## config.mk

```make
export PLATFORM = sky130hd
export DESIGN_NAME = clk_tick_monitor
export DESIGN_NICKNAME = d
export VERILOG_FILES = /design/src/rtl/clk_tick_monitor.sv
export SDC_FILE = /design/constraint.sdc
export NUM_CORES = 1
export LEC_CHECK = 0
export CORE_MARGIN = 2
export CORE_UTILIZATION = 49
export CTS_CLUSTER_DIAMETER = 100
export DETAILED_ROUTE_END_ITERATION = 8
export GPL_TIMING_DRIVEN = 1
export MAX_ROUTING_LAYER = met4
export PLACE_DENSITY = 0.7
export SYNTH_ARGS = -nofsm -noshare
export SYNTH_HDL_FRONTEND = slang
export SYNTH_SLANG_ARGS = --single-unit
```

## constraint.sdc

```tcl
create_clock -name Clk -period 4.4 [get_ports Clk]
set_input_delay 1.32 -clock Clk [delete_from_list [all_inputs] [get_ports Clk]]
set_output_delay 1.32 -clock Clk [all_outputs]
set_load 0.05 [all_outputs]
```

## src/rtl/clk_tick_monitor.sv

```systemverilog
// ---------------------------------------------------------------------------------------------
// clk_tick_monitor
//
// Watches a slow clock (Clk_in) that is asynchronous to the system clock (Clk). It emits
// one-cycle pulses per accepted rising/falling edge, measures the rising-to-rising period in Clk
// cycles, and tracks whether the period is stable (Locked) or whether the input has gone quiet
// for too long (Lost).
//
// Ports:
//   Clk           in   system clock, all logic on its rising edge
//   Reset_n       in   asynchronous active-low reset
//   Clk_in        in   monitored clock, asynchronous to Clk
//   Tick          out  one-cycle pulse per accepted Clk_in rising edge
//   Tick_fall     out  one-cycle pulse per accepted Clk_in falling edge
//   Period        out  last measured rising-to-rising interval in Clk cycles
//   Period_valid  out  one-cycle pulse when Period is updated (coincides with Tick)
//   Locked        out  high while the period is stable within TOL
//   Lost          out  high after TIMEOUT cycles without an accepted rising edge
//
// Optional build macro:
//   CLK_MON_GLITCH_FILTER_EN  accept a synchronized level only after it has been stable for
//                             3 consecutive Clk cycles (adds one cycle of latency).
// ---------------------------------------------------------------------------------------------
module clk_tick_monitor #(
    parameter int unsigned         PERIOD_W = 26,
    parameter logic [PERIOD_W-1:0] TIMEOUT  = PERIOD_W'(1_000_000),
    parameter logic [PERIOD_W-1:0] TOL      = PERIOD_W'(2)
) (
    input  logic                Clk,
    input  logic                Reset_n,
    input  logic                Clk_in,
    output logic                Tick,
    output logic                Tick_fall,
    output logic [PERIOD_W-1:0] Period,
    output logic                Period_valid,
    output logic                Locked,
    output logic                Lost
);

    typedef enum logic [1:0] {
        StIdle    = 2'd0,
        StMeasure = 2'd1,
        StLocked  = 2'd2,
        StLost    = 2'd3
    } state_e;

    // Synchronizer and history flops. Reset to 0 so a Clk_in that is already high at reset
    // release is seen as one rising edge.
    logic sync1_q, sync2_q, hist_q;
    logic acc_rise, acc_fall;

    always_ff @(posedge Clk or negedge Reset_n) begin
        if (!Reset_n) begin
            sync1_q <= 1'b0;
            sync2_q <= 1'b0;
            hist_q  <= 1'b0;
        end else begin
            sync1_q <= Clk_in;
            sync2_q <= sync1_q;
            hist_q  <= sync2_q;
        end
    end

`ifdef CLK_MON_GLITCH_FILTER_EN
    // The synchronized level is accepted once sync2/hist/hist2 agree, i.e. it has been sampled
    // identically on 3 consecutive Clk edges. acc_q is the accepted (filtered) level.
    logic hist2_q, acc_q;
    logic stable;

    always_comb begin
        stable   = (sync2_q == hist_q) && (hist_q == hist2_q);
        acc_rise = stable && sync2_q && !acc_q;
        acc_fall = stable && !sync2_q && acc_q;
    end

    always_ff @(posedge Clk or negedge Reset_n) begin
        if (!Reset_n) begin
            hist2_q <= 1'b0;
            acc_q   <= 1'b0;
        end else begin
            hist2_q <= hist_q;
            if (stable) begin
                acc_q <= sync2_q;
            end
        end
    end
`else
    // Unfiltered: every synchronized transition is an accepted edge. The detection is
    // registered once so the output pulse lands 3 cycles after the first sampling edge.
    logic rise_q, fall_q;

    always_ff @(posedge Clk or negedge Reset_n) begin
        if (!Reset_n) begin
            rise_q <= 1'b0;
            fall_q <= 1'b0;
        end else begin
            rise_q <= sync2_q && !hist_q;
            fall_q <= !sync2_q && hist_q;
        end
    end

    always_comb begin
        acc_rise = rise_q;
        acc_fall = fall_q;
    end
`endif

    // Measurement and lock tracking.
    state_e              state_q;
    logic [PERIOD_W-1:0] cnt_q;
    logic [PERIOD_W-1:0] prev_q;
    logic                prev_vld_q;
    logic [PERIOD_W-1:0] period_q;
    logic                tick_q, tick_fall_q, pvalid_q, locked_q, lost_q;

    logic [PERIOD_W-1:0] diff;
    logic                in_tol;
    logic                timeout_hit;

    always_comb begin
        // Absolute difference, ordered so the subtraction never wraps.
        diff        = (cnt_q >= prev_q) ? (cnt_q - prev_q) : (prev_q - cnt_q);
        in_tol      = (diff <= TOL);
        timeout_hit = (cnt_q >= TIMEOUT);
    end

    always_ff @(posedge Clk or negedge Reset_n) begin
        if (!Reset_n) begin
            state_q     <= StIdle;
            cnt_q       <= '0;
            prev_q      <= '0;
            prev_vld_q  <= 1'b0;
            period_q    <= '0;
            tick_q      <= 1'b0;
            tick_fall_q <= 1'b0;
            pvalid_q    <= 1'b0;
            locked_q    <= 1'b0;
            lost_q      <= 1'b0;
        end else begin
            tick_q      <= acc_rise;
            tick_fall_q <= acc_fall;
            pvalid_q    <= 1'b0;

            if (acc_rise) begin
                cnt_q <= PERIOD_W'(1);
            end else if (cnt_q != '1) begin
                cnt_q <= cnt_q + PERIOD_W'(1);
            end

            // A rising edge takes priority over a timeout in the same cycle.
            if (acc_rise) begin
                unique case (state_q)
                    StIdle, StLost: begin
                        // No complete interval yet; start fresh with no comparison history.
                        state_q    <= StMeasure;
                        prev_vld_q <= 1'b0;
                        locked_q   <= 1'b0;
                        lost_q     <= 1'b0;
                    end
                    StMeasure: begin
                        period_q   <= cnt_q;
                        pvalid_q   <= 1'b1;
                        prev_q     <= cnt_q;
                        prev_vld_q <= 1'b1;
                        if (prev_vld_q && in_tol) begin
                            state_q  <= StLocked;
                            locked_q <= 1'b1;
                        end
                    end
                    StLocked: begin
                        period_q <= cnt_q;
                        pvalid_q <= 1'b1;
                        prev_q   <= cnt_q;
                        if (!in_tol) begin
                            state_q  <= StMeasure;
                            locked_q <= 1'b0;
                        end
                    end
                    default: begin
                        state_q <= StIdle;
                    end
                endcase
            end else if (timeout_hit && (state_q != StLost)) begin
                state_q  <= StLost;
                locked_q <= 1'b0;
                lost_q   <= 1'b1;
            end
        end
    end

    assign Tick         = tick_q;
    assign Tick_fall    = tick_fall_q;
    assign Period       = period_q;
    assign Period_valid = pvalid_q;
    assign Locked       = locked_q;
    assign Lost         = lost_q;

endmodule

```

; ---- Yosys cells after proc, flatten, opt, wreduce, memory -nomap -nowiden
; Index checks and enable logic that the tools add are counted.
[op_classes]
add_sub_neg = 3
magnitude_cmp = 3
n_eq_ne = 8
n_mux = 19
n_reduce_logical = 16
[ops]
columns = operator, count
row1 = $mux 26, 3
row2 = $sub 26x26->26, 2
row3 = $add 26x1->26 const B, 1
row4 = $ge 26x20->1 const B, 1
row5 = $ge 26x26->1, 1
row6 = $le 26x2->1 const B, 1
row7 = $ne 26x26->1 const B, 1
row8 = $mux 1, 9
row9 = $mux 2, 4
row10 = $ne 3x3->1 const B, 2
row11 = $pmux 2 s3, 1
row12 = $reduce_and 2->1, 3
row13 = $reduce_bool 2->1, 3
row14 = $eq 2x2->1 const B, 2
row15 = $logic_and 1x1->1, 4
row16 = $reduce_or 2->1, 2
row17 = $pmux 1 s3, 1
row18 = $reduce_and 3->1, 1
row19 = $eq 2x1->1 const B, 1
row20 = $logic_not 1->1, 2
row21 = $logic_not 2->1, 1
row22 = $ne 2x1->1 const B, 1
row23 = $ne 2x2->1 const B, 1
row24 = $pmux 1 s2, 1
[totals]
reg_bits = 65
input_bits = 3
output_inout_bits = 31
elab_cells = 63

; ---- Longest topological paths before layout
; Gate-level depths: netlist of run 1.
[logic_depth]
ltp_word = 7
ltp_mapped = 15
ltp_nobuf = 14

; ---- Worst setup path after synthesis of run 1
; Ideal clock, no wire load.
[synth_timing]
kind = register -> register
from = register Period[0] (netlist name)
to = register state_q[0]
setup_ps = 136
t_arrival_ps = 3676
required_time_ps = 4264
path_slack_ps = 587
path_stages_with_launch = 15
path_buffers = 0
synth_period_minus_slack_ps = 3813
path_cell_list = dfrtp_1 > inv_1 > ha_1 > fa_1 > nand2b_1 > a21oi_2 > nor3_4 > a2bb2oi_1 > a2111oi_1 > nand4_1 > or4_1 > a2111oi_2 > nand4_2 > nor4_1 > o21ai_0
[synth_lines]
columns = element, line_no
row1 = to (signal assigned), 129  ; state_q <= StIdle;
row2 = to (signal assigned), 155  ; state_q <= StMeasure;
row3 = to (signal assigned), 166  ; state_q <= StLocked;
row4 = to (decl), 109  ; state_e state_q;

==> summary.md, run 1 <==
| Metric | Value |
|---|---|
| IO Port Bufs | 33 |
| # fillers | just over 1k |
| Core area | roughly 12,000 um2 |
| GP Congestion | roughly 1.0 |
| Number of DRC markers in iteration 0 | just over 400 |
| Netlist cell types | 69 |
| Switching power | around 1.8 mW |
| Relative slew slack | 48.5% |
| Worst hold path class | flip-flop to flip-flop |
| GRT Residual Overflow | 0 |
| Setup_tns | 0 ns |
| I/O pin total | 34 |
| Post-DRT Antenna Nets | 0 |
| Hold Buf Count CTS | 0 |
| Synth warnings | 0 |
| Worst hold slack | 0.363 ns |
| Crit Path Category | flip-flop to flip-flop |
| Sw Ratio | between 40% and 50% |
| CP startpoint kind | flip-flop |
| Vias in the first global route | about 5.3k |
| CTS sink count | 65 |
| Slew Limit Fails | 0 |
| Sequential share of the synthesized area | between 20% and 30% |
| Largest net degree at the start of global routing | 54 |
| TritonCTS buffer count | 9 |
| Max_cap viols | 0 |
| Clk slew on worst S/H paths | around 0.060 ns |
| TritonRoute pass-1 iters | 5 |
| EDFF count, synth | 0 |
| Post-layout minimum cycle time | between 4 and 5 ns |
| Syn Area/Cell | 7.97 um2 |
| DP HPWL | between 10 and 15 mm |
| Crit. End Element | flip-flop |
| CTS H-tree lvls | 3 |
| DRC | 0 |
| Reg2reg setup slack | 0.38 ns |
| Vias | 5,444 |
| Layout cells sized above 1 | roughly 7.7% |
| Combinational share of power | between 60% and 70% |
| Max Clk Rate | 249 MHz |
| First-pass GRT wire length | ~28 mm |
| Vias per cell | between 5 and 6 |
| Syn Inst Count | between 700 and 800 |
| Setup Buffers After CTS | 0 |
| Ys async rst share | 100% |
| Resized cells post-CTS | 0 |
| Status | complete, no violations |
| Number of antenna diodes | 0 |
| Syn Nets | about 800 |
| Nets@finish | around 830 |
| LEAKAGE | between 3 and 4 nW |
| Layout area overhead | 13.1% |
| Int Pwr | between 2 and 2.5 mW |
| DR WL/cell | ~19 um |
| # rows | 39 |
| PD cells | about 600 nW/um2 |
| CTS max path bufs | 2 |
| Synthesized flop and latch total | between 60 and 70 |
| Fraction of the cycle the final worst path needs | between 90% and 100% |
| Skew-Pair Late Insertion Delay | 0.34 ns |
| Initial Util | 50.7% |
| Arr. time, crit path | 4.22 ns |
| Clock power frac | between 15 and 20% |
| CTS root buf | clkbuf_16 |
| Final setup viols | 0 |
| Initial antenna violation count | 0 |
| CP max FO | 4 |
| Critical Path RT | around 4.6 ns |
| Final Skew | 0.00763 ns |
| RSZ-0062 raised after global routing | no |
| Full die area | between 10,000 and 15,000 um2 |
| Ys flop type | dfrtp_1 |
| Die W | between 100 and 150 um |
| Total wire length | approximately 17 mm |
| Seq pwr share | 17.8% |
| Peak VDD IR | between 0.0002 and 0.00025 V |
| Worst Tran Pin Value | 0.765 ns |
| Mapped Area | 5870 um2 |
| CTS tree | done |
| Hold Fails Final Rpt | 0 |
| Gr usage total | between 20% and 30% |
| Chip height | 113 um |
## flip-flops by register name, indices dropped and copies added, names as in the netlist
signal / flops
Locked: 1
Lost: 1
Period: 26
Period_valid: 1
Tick: 1
Tick_fall: 1
acc_fall: 1
acc_rise: 1
cnt_q: 26
hist_q: 1
prev_vld_q: 1
state_q: 2
sync1_q: 1
sync2_q: 1
## cells in the final DEF, fill, tap and decap left out, types with 22 or more instances in the layout
master           netlist  final
xnor2_1               36     36
o21ai_0               65     65
nand2_1               77     77
nand3_1               22     22
dfrtp_1               65     65
ha_1                  57     57
inv_1                 66     66
clkdlybuf4s50_1        0     32
nor2_1                60     60
nand4_1               22     22
a21oi_1               59     59
## metal layers
layer	track usage, %	up-vias	share of wire (%)	wire (um)
met5	-	-	0	0
met4	11.1	0	2.6	449
met3	3.45	35	6.8	1160
met2	40.3	214	43	7290
met1	41.7	2573	48	8140
li1	-	2622	-	-
## cell families after synthesis
family / after synthesis / share of synthesized area, %
flops: 65 / 27.7
buf+inv: 100 / 7.55
simple gates: 240 / 20.2
xor+xnor: 52 / 7.76
mux: 5 / 0.875
compound gates: 215 / 23.1
fa+ha+maj: 59 / 12.8
## final timing paths
kind                                        from                     end  cells past startpoint
setup / recovery           Period[0]$_DFFE_PN0P_  state_q[0]$_DFFE_PN0P_                     14
hold / removal                acc_fall$_DFF_PN0_     Tick_fall$_DFF_PN0_                      0
setup reg to reg           Period[0]$_DFFE_PN0P_  state_q[0]$_DFFE_PN0P_                     14
hold reg to reg               acc_fall$_DFF_PN0_     Tick_fall$_DFF_PN0_                      0
max in group asynchronous                Reset_n   cnt_q[22]$_DFFE_PN0P_                      2
min in group asynchronous                Reset_n      acc_rise$_DFF_PN0_                      1
## stage by stage
stage | power, mW | util, % | instance area (um2) | instances | setup slack [ns]
2_1_floorplan | 2.62 | - | 5870 | 736 | 0.587
3_3_place_gp | 3.13 | 54.5 | 6300 | 895 | 0.378
3_5_place_dp | 3.13 | 54.5 | 6300 | 895 | 0.306
4_1_cts | 3.93 | 57.3 | 6630 | 911 | 0.287
5_1_grt | 4.26 | 57.4 | 6640 | 911 | 0.108
6_report | 3.97 | 57.4 | 6640 | 911 | 0.381
## worst max-delay path: stages, from the launching register on
cell       delay, ns
dfrtp_1         0.40
inv_1           0.06
ha_1            0.22
fa_1            0.40
nand2b_1        0.18
a21oi_2         0.25
nor3_4          0.09
a2bb2oi_1       0.16
a2111oi_2       0.40
nand4_1         0.14
or4_1           0.45
a2111oi_2       0.37
nand4_2         0.26
nor4_1          0.37
o21ai_0         0.13
## synthesized netlist by cell type (4+ instances only)
| cell | count | area (um2) |
|---|---|---|
| a21o_1 | 17 | 128 |
| a21oi_1 | 59 | 295 |
| a21oi_2 | 4 | 35.0 |
| a31oi_1 | 9 | 56.3 |
| buf_2 | 9 | 45.0 |
| buf_4 | 7 | 52.6 |
| buf_6 | 4 | 45.0 |
| clkbuf_1 | 14 | 52.6 |
| dfrtp_1 | 65 | 1630 |
| ha_1 | 57 | 713 |
| inv_1 | 66 | 248 |
| mux2i_1 | 4 | 40.0 |
| nand2_1 | 77 | 289 |
| nand2b_1 | 6 | 37.5 |
| nand3_1 | 22 | 110 |
| nand4_1 | 22 | 138 |
| nor2_1 | 60 | 225 |
| nor2b_1 | 8 | 50.1 |
| nor3_1 | 10 | 50.1 |
| nor4_1 | 9 | 56.3 |
| o211ai_1 | 9 | 67.6 |
| o21a_1 | 11 | 82.6 |
| o21ai_0 | 65 | 325 |
| o21ai_1 | 4 | 20.0 |
| o31ai_1 | 4 | 30.0 |
| or3_1 | 5 | 31.3 |
| xnor2_1 | 36 | 315 |
| xor2_1 | 16 | 140 |
## final cells by class
cell class                      instances  area [um2]  share of cell area [%]
Clock inverter                          6        90.1                    1.36
Inverter                               66         248                    3.73
Clock buffer                           10         239                    3.60
Tap cell                              143         179                    2.70
Multi-Input combinational cell        571        3800                    57.3
Sequential cell                        65        1630                    24.5
Timing Repair Buffer                   50         453                    6.83
## power by group through the flow
stage,clock (mW),combinational [mW],sequential [mW]
2_1_floorplan,0,1.84,0.778
3_3_place_gp,0,2.42,0.714
3_5_place_dp,0,2.41,0.718
4_1_cts,0.798,2.43,0.707
5_1_grt,0.823,2.72,0.717
6_report,0.791,2.47,0.708
No activity file was read; power rests on OpenSTA's default activity.
==> run 2: changes to the inputs <==
--- a/config.mk
+++ b/config.mk
@@ -12,6 +12,8 @@
 export GPL_TIMING_DRIVEN = 1
 export MAX_ROUTING_LAYER = met4
 export PLACE_DENSITY = 0.7
+export REMOVE_ABC_BUFFERS = 1
+export SLEW_MARGIN = 20
 export SYNTH_ARGS = -nofsm -noshare
 export SYNTH_HDL_FRONTEND = slang
 export SYNTH_SLANG_ARGS = --single-unit
==> constraint.sdc (replaced) <==
create_clock -name Clk -period 4.4 [get_ports Clk]
set_input_delay 1.32 -clock Clk [delete_from_list [all_inputs] [get_ports Clk]]
set_output_delay 1.32 -clock Clk [all_outputs]
set_load 0.02 [all_outputs]
==> run 2 against run 1 <==
Compared with the run above: cell count shrank 0.55%; first-iteration DRC count shrank 8.2%; worst setup slack lost 0.15 ns; sequential share of layout area grew 0.16 points; final area shrank 0.64%; register-to-register slack lost 0.15 ns; combinational power shrank 3%; sequential power is essentially flat; total power shrank 2.9%; critical endpoint unchanged.
==> summary.md, run 2 (synthesis results as in run 1) <==
| Metric | Value |
|---|---|
| Status | complete, no violations |
| DP HPWL | 12.8 mm |
| PD cells | 585 nW/um2 |
| TritonRoute pass-1 iters | 5 |
| Vias | 5,426 |
| CTS H-tree lvls | 3 |
| Core area | about 12,000 um2 |
| Gr usage total | 26.8% |
| Largest net degree at the start of global routing | 54 |
| Resized cells post-CTS | 0 |
| Critical Path RT | 4.60 ns |
| Vias in the first global route | around 5.2k |
| Post-layout minimum cycle time | 4.17 ns |
| Max_cap viols | 0 |
| Crit path largest cell delay | between 0.4 and 0.5 ns |
| CP startpoint kind | flip-flop |
| Max Clk Rate | ~240 MHz |
| Core Util, Final | between 50% and 60% |
| Setup Buffers After CTS | 0 |
| Placed inst area | about 6300 um2 |
| Number of DRC markers in iteration 0 | about 380 |
| Worst Tran Pin Value | between 0.7 and 0.8 ns |
| WP buf/inv | 0 |
| Nets@finish | 820 |
| Hold Fails Final Rpt | 0 |
| Worst hold path class | flip-flop to flip-flop |
| CP cell instances | ha_1 > fa_1 > nand2b_1 > a21oi_2 > nor3_4 > a2bb2oi_1 > a2111oi_1 > nand4_1 > or4_1 > a2111oi_2 > nand4_2 > o32ai_2 > o21ai_0 |
| Layout area overhead | 12.4% |
| CP max FO | 5 |
| IO Port Bufs | 33 |
| Initial antenna violation count | 0 |
| # fillers | 1,047 |
| Crit path max-delay cell type | a2111oi_1 |
| First-pass GRT wire length | 26.7 mm |
| Layout cells sized above 1 | about 7% |
| Crit. End Element | flip-flop |
| RSZ-0062 raised after global routing | no |
| Total wire length | 16.3 mm |
| Fraction of the cycle the final worst path needs | a little over nine tenths |
| Commonest non-fill, non-tap cell in the layout | nand2_1 |
| Post-DRT Antenna Nets | 0 |
| Relative slew slack | 49.6% |
| TritonCTS buffer count | 9 |
| CTS root buf | clkbuf_16 |
| Slew Limit Fails | 0 |
| Reg2reg setup slack | about 0.23 ns |
| Most frequent cells in the layout | 77 x nand2_1, 66 x inv_1, 65 x dfrtp_1, 65 x o21ai_0, 60 x nor2_1 |
| Clk slew on worst S/H paths | approximately 0.060 ns |
| DRC | 0 |
| Crit Path Category | flip-flop to flip-flop |
| CP top delay family | compound AO/OA/AOI/OAI gates |
| Die W | between 100 and 150 um |
| Arr. time, crit path | 4.37 ns |
| Initial Util | between 50 and 60% |
| Hold Buf Count CTS | 0 |
| Skew-Pair Late Insertion Delay | between 0.3 and 0.4 ns |
| # rows | 39 |
| GP Congestion | 0.978 |
| GRT Residual Overflow | 0 |
| Final std cell area, no fill | 6590 um2 |
| Vias per cell | 5.99 |
| Final setup viols | 0 |
| Final Skew | 0.00662 ns |
| Peak VDD IR | around 0.00031 V |
| LEAKAGE | a little under 3 nW |
| CTS sink count | 65 |
| I/O pin total | 34 |
| Chip height | between 100 and 150 um |
| CTS tree | done |
| Setup_tns | 0 ns |
| Number of antenna diodes | 0 |
| Full die area | 12,900 um2 |
| DR WL/cell | approximately 18 um |
| CTS max path bufs | 2 |
| Worst hold slack | 0.357 ns |
==> run 2: through the flow <==
stage	power (mW)	worst slack [ns]	cells
floorplan	2.51	0.787	702
global placement	3.06	0.394	890
detailed placement	3.07	0.279	890
CTS	3.83	0.258	906
global route	4.10	0.0361	906
finish	3.86	0.230	906
==> run 2: power by group <==
group	leakage, nW	internal [mW]	switching [mW]
logic	1.95	0.987	1.41
clock network	0.151	0.484	0.266
registers	0.877	0.646	0.0646
total	2.98	2.12	1.74
==> run 2: path summary, 6_finish.rpt <==
path,startpoint,to,cells past startpoint
setup / recovery,cnt_q[0]$_DFFE_PN0P_,state_q[0]$_DFFE_PN0P_,13
hold / removal,sync1_q$_DFF_PN0_,sync2_q$_DFF_PN0_,0
setup reg to reg,cnt_q[0]$_DFFE_PN0P_,state_q[0]$_DFFE_PN0P_,13
hold reg to reg,sync1_q$_DFF_PN0_,sync2_q$_DFF_PN0_,0
max in group asynchronous,Reset_n,Period[15]$_DFFE_PN0P_,2
min in group asynchronous,Reset_n,Period[7]$_DFFE_PN0P_,1
==> run 2: layer usage <==
layer  vias to the layer above  track usage, %  wire (um)  share of wire (%)
li1                       2612               -          -                  -
met1                      2583            38.8       7770                 48
met2                       205            39.6       7290                 45
met3                        26            2.98        936                5.7
met4                         0            8.37        331                2.0
met5                         -               -          0                  0
==> run 2: cell type report <==
class,instances,area (um2),area share [%]
multi-input combinational,571,3800,57.6
sequential,65,1630,24.7
timing repair buffer,45,428,6.49
clock buffer,12,267,4.04
inverter,66,248,3.76
tap,143,179,2.71
clock inverter,4,50.0,0.759
==> run 3: changes to the inputs <==
--- a/config.mk
+++ b/config.mk
@@ -6,12 +6,11 @@
 export NUM_CORES = 1
 export LEC_CHECK = 0
 export CORE_MARGIN = 2
-export CORE_UTILIZATION = 49
+export CORE_UTILIZATION = 61
 export CTS_CLUSTER_DIAMETER = 100
 export DETAILED_ROUTE_END_ITERATION = 8
 export GPL_TIMING_DRIVEN = 1
-export MAX_ROUTING_LAYER = met4
-export PLACE_DENSITY = 0.7
+export PLACE_DENSITY = 0.83
 export REMOVE_ABC_BUFFERS = 1
 export SLEW_MARGIN = 20
 export SYNTH_ARGS = -nofsm -noshare
==> run 3 against run 2 <==
Compared with the run above: worst hold slack gained 0.0024 ns; via count shrank 1.2%; clock skew grew 0.0069 ns; core utilization grew 13 points; cell count shrank 1.9%; highest routed layer unchanged; global-route usage grew 6.3 points; first-iteration DRC count grew 15%; wire length grew 0.59%; worst setup slack gained 0.020 ns; combinational power is essentially flat.
==> summary.md, run 3 (synthesis results as in run 1) <==
| Metric | Value |
|---|---|
| Number of antenna diodes | 0 |
| Post-DRT Antenna Nets | 0 |
| Nets@finish | roughly 800 |
| Total wire length | between 15 and 20 mm |
| Clk slew on worst S/H paths | about 0.080 ns |
| I/O pin total | 34 |
| Register area | 1630 um2 |
| Die W | between 100 and 150 um |
| Gr usage total | approximately a third |
| CTS H-tree lvls | 3 |
| CP cell instances | inv_1 > ha_1 > fa_1 > nand2b_1 > a21oi_2 > nor3_4 > a2bb2oi_1 > a2111oi_1 > nand4_1 > or4_1 > a2111oi_2 > nand4_2 > o32ai_2 > o21ai_0 |
| Worst Tran Pin Value | ~0.72 ns |
| Vias per cell | between 6 and 7 |
| Crit path max-delay cell type | a2111oi_1 |
| Worst hold slack | about 0.36 ns |
| DP HPWL | approximately 13 mm |
| Final setup viols | 0 |
| Chip height | just over 100 um |
| CTS tree | done |
| First-pass GRT wire length | ~26 mm |
| Tot Pwr | 3.76 mW |
| CTS sink count | between 60 and 70 |
| Arr. time, crit path | about 4.4 ns |
| Setup Buffers After CTS | 0 |
| CP max FO | 4 |
| GP Congestion | around 0.98 |
| Peak VDD IR | 0.000279 V |
| RSZ-0062 raised after global routing | no |
| TritonCTS buffer count | 9 |
| Critical Path RT | approximately 4.6 ns |
| Layout cells sized above 1 | under 10% |
| Post-layout minimum cycle time | about 4.2 ns |
| Largest net degree at the start of global routing | between 50 and 60 |
| LEAKAGE | roughly 3 nW |
| CP Depth | 14 |
| Vias | between 5k and 6k |
| Fraction of the cycle the final worst path needs | 94.3% |
| # fillers | roughly 760 |
| Core area | around 9300 um2 |
| Crit. End Element | flip-flop |
| Area of the multi-input gates | ~3800 um2 |
| Max_cap viols | 0 |
| Setup_tns | 0 ns |
| Skew-Pair Late Insertion Delay | about 0.35 ns |
| Most frequent cells in the layout | 77 x nand2_1, 66 x inv_1, 65 x dfrtp_1, 65 x o21ai_0, 60 x nor2_1 |
| Resized cells post-CTS | 0 |
| Slew Limit Fails | 0 |
| Crit Path Category | flip-flop to flip-flop |
| CTS max path bufs | 2 |
| Commonest non-fill, non-tap cell in the layout | nand2_1 |
| PD cells | around 580 nW/um2 |
| Layout area overhead | 10.4% |
| Initial antenna violation count | 0 |
| Hold Fails Final Rpt | 0 |
| DR WL/cell | ~18 um |
| WP buf/inv | 1 |
| TritonRoute pass-1 iters | 5 |
| Number of DRC markers in iteration 0 | between 400 and 500 |
| Max Clk Rate | approximately 240 MHz |
| Relative slew slack | between 50% and 60% |
| # rows | 35 |
| CP top delay family | compound AO/OA/AOI/OAI gates |
| GRT Residual Overflow | 0 |
| Crit path largest cell delay | 0.45 ns |
| Initial Util | 63.2% |
| Final Skew | ~0.014 ns |
| Status | complete, no violations |
| Full die area | about 10,000 um2 |
| Hold Buf Count CTS | 0 |
| Worst-case reg-to-reg path depth | 14 |
| CTS root buf | clkbuf_8 |
| Hold path depth | 0 |
| Worst hold path class | flip-flop to flip-flop |
| CP startpoint kind | flip-flop |
| DRC | 0 |
| Vias in the first global route | between 5k and 6k |
| Core Util, Final | between 60% and 70% |
| IO Port Bufs | 33 |
-- run 3: report_power, final --
group | switching (mW) | internal, mW
logic | 1.43 | 0.985
clock network | 0.256 | 0.380
registers | 0.0634 | 0.645
total | 1.75 | 2.01
-- run 3: worst paths after layout --
| path | from | endpoint | slack [ns] |
|---|---|---|---|
| max | Period[0]$_DFFE_PN0P_ | state_q[0]$_DFFE_PN0P_ | 0.25 |
| min | sync1_q$_DFF_PN0_ | sync2_q$_DFF_PN0_ | 0.36 |
| max reg2reg | Period[0]$_DFFE_PN0P_ | state_q[0]$_DFFE_PN0P_ | 0.25 |
| min reg2reg | sync1_q$_DFF_PN0_ | sync2_q$_DFF_PN0_ | 0.36 |
| max in group asynchronous | Reset_n | Period[18]$_DFFE_PN0P_ | 2.47 |
| min in group asynchronous | Reset_n | sync2_q$_DFF_PN0_ | 0.97 |
-- run 3: through the flow --
step,std cells,instance area (um2),worst slack [ns]
finish,889,6470,0.250
global route,889,6470,0.0315
CTS,889,6470,0.255
detailed placement,873,6220,0.293
global placement,873,6220,0.507
floorplan,702,5670,0.787
-- run 3: cell type report --
| cell class | instances | area share, % |
|---|---|---|
| multi-input combinational | 571 | 58.7 |
| sequential | 65 | 25.1 |
| timing repair buffer | 42 | 6.07 |
| inverter | 66 | 3.83 |
| tap | 129 | 2.49 |
| clock buffer | 10 | 1.97 |
| clock inverter | 6 | 1.78 |
-- run 3: metal layers --
layer / wire, um / global-route usage [%] / up-vias
met4: 275 / 9.74 / 0
li1: - / - / 2594
met5: 0 / 0 / -
met2: 7320 / 49.8 / 196
met1: 7690 / 49.1 / 2544
met3: 1150 / 5.81 / 29
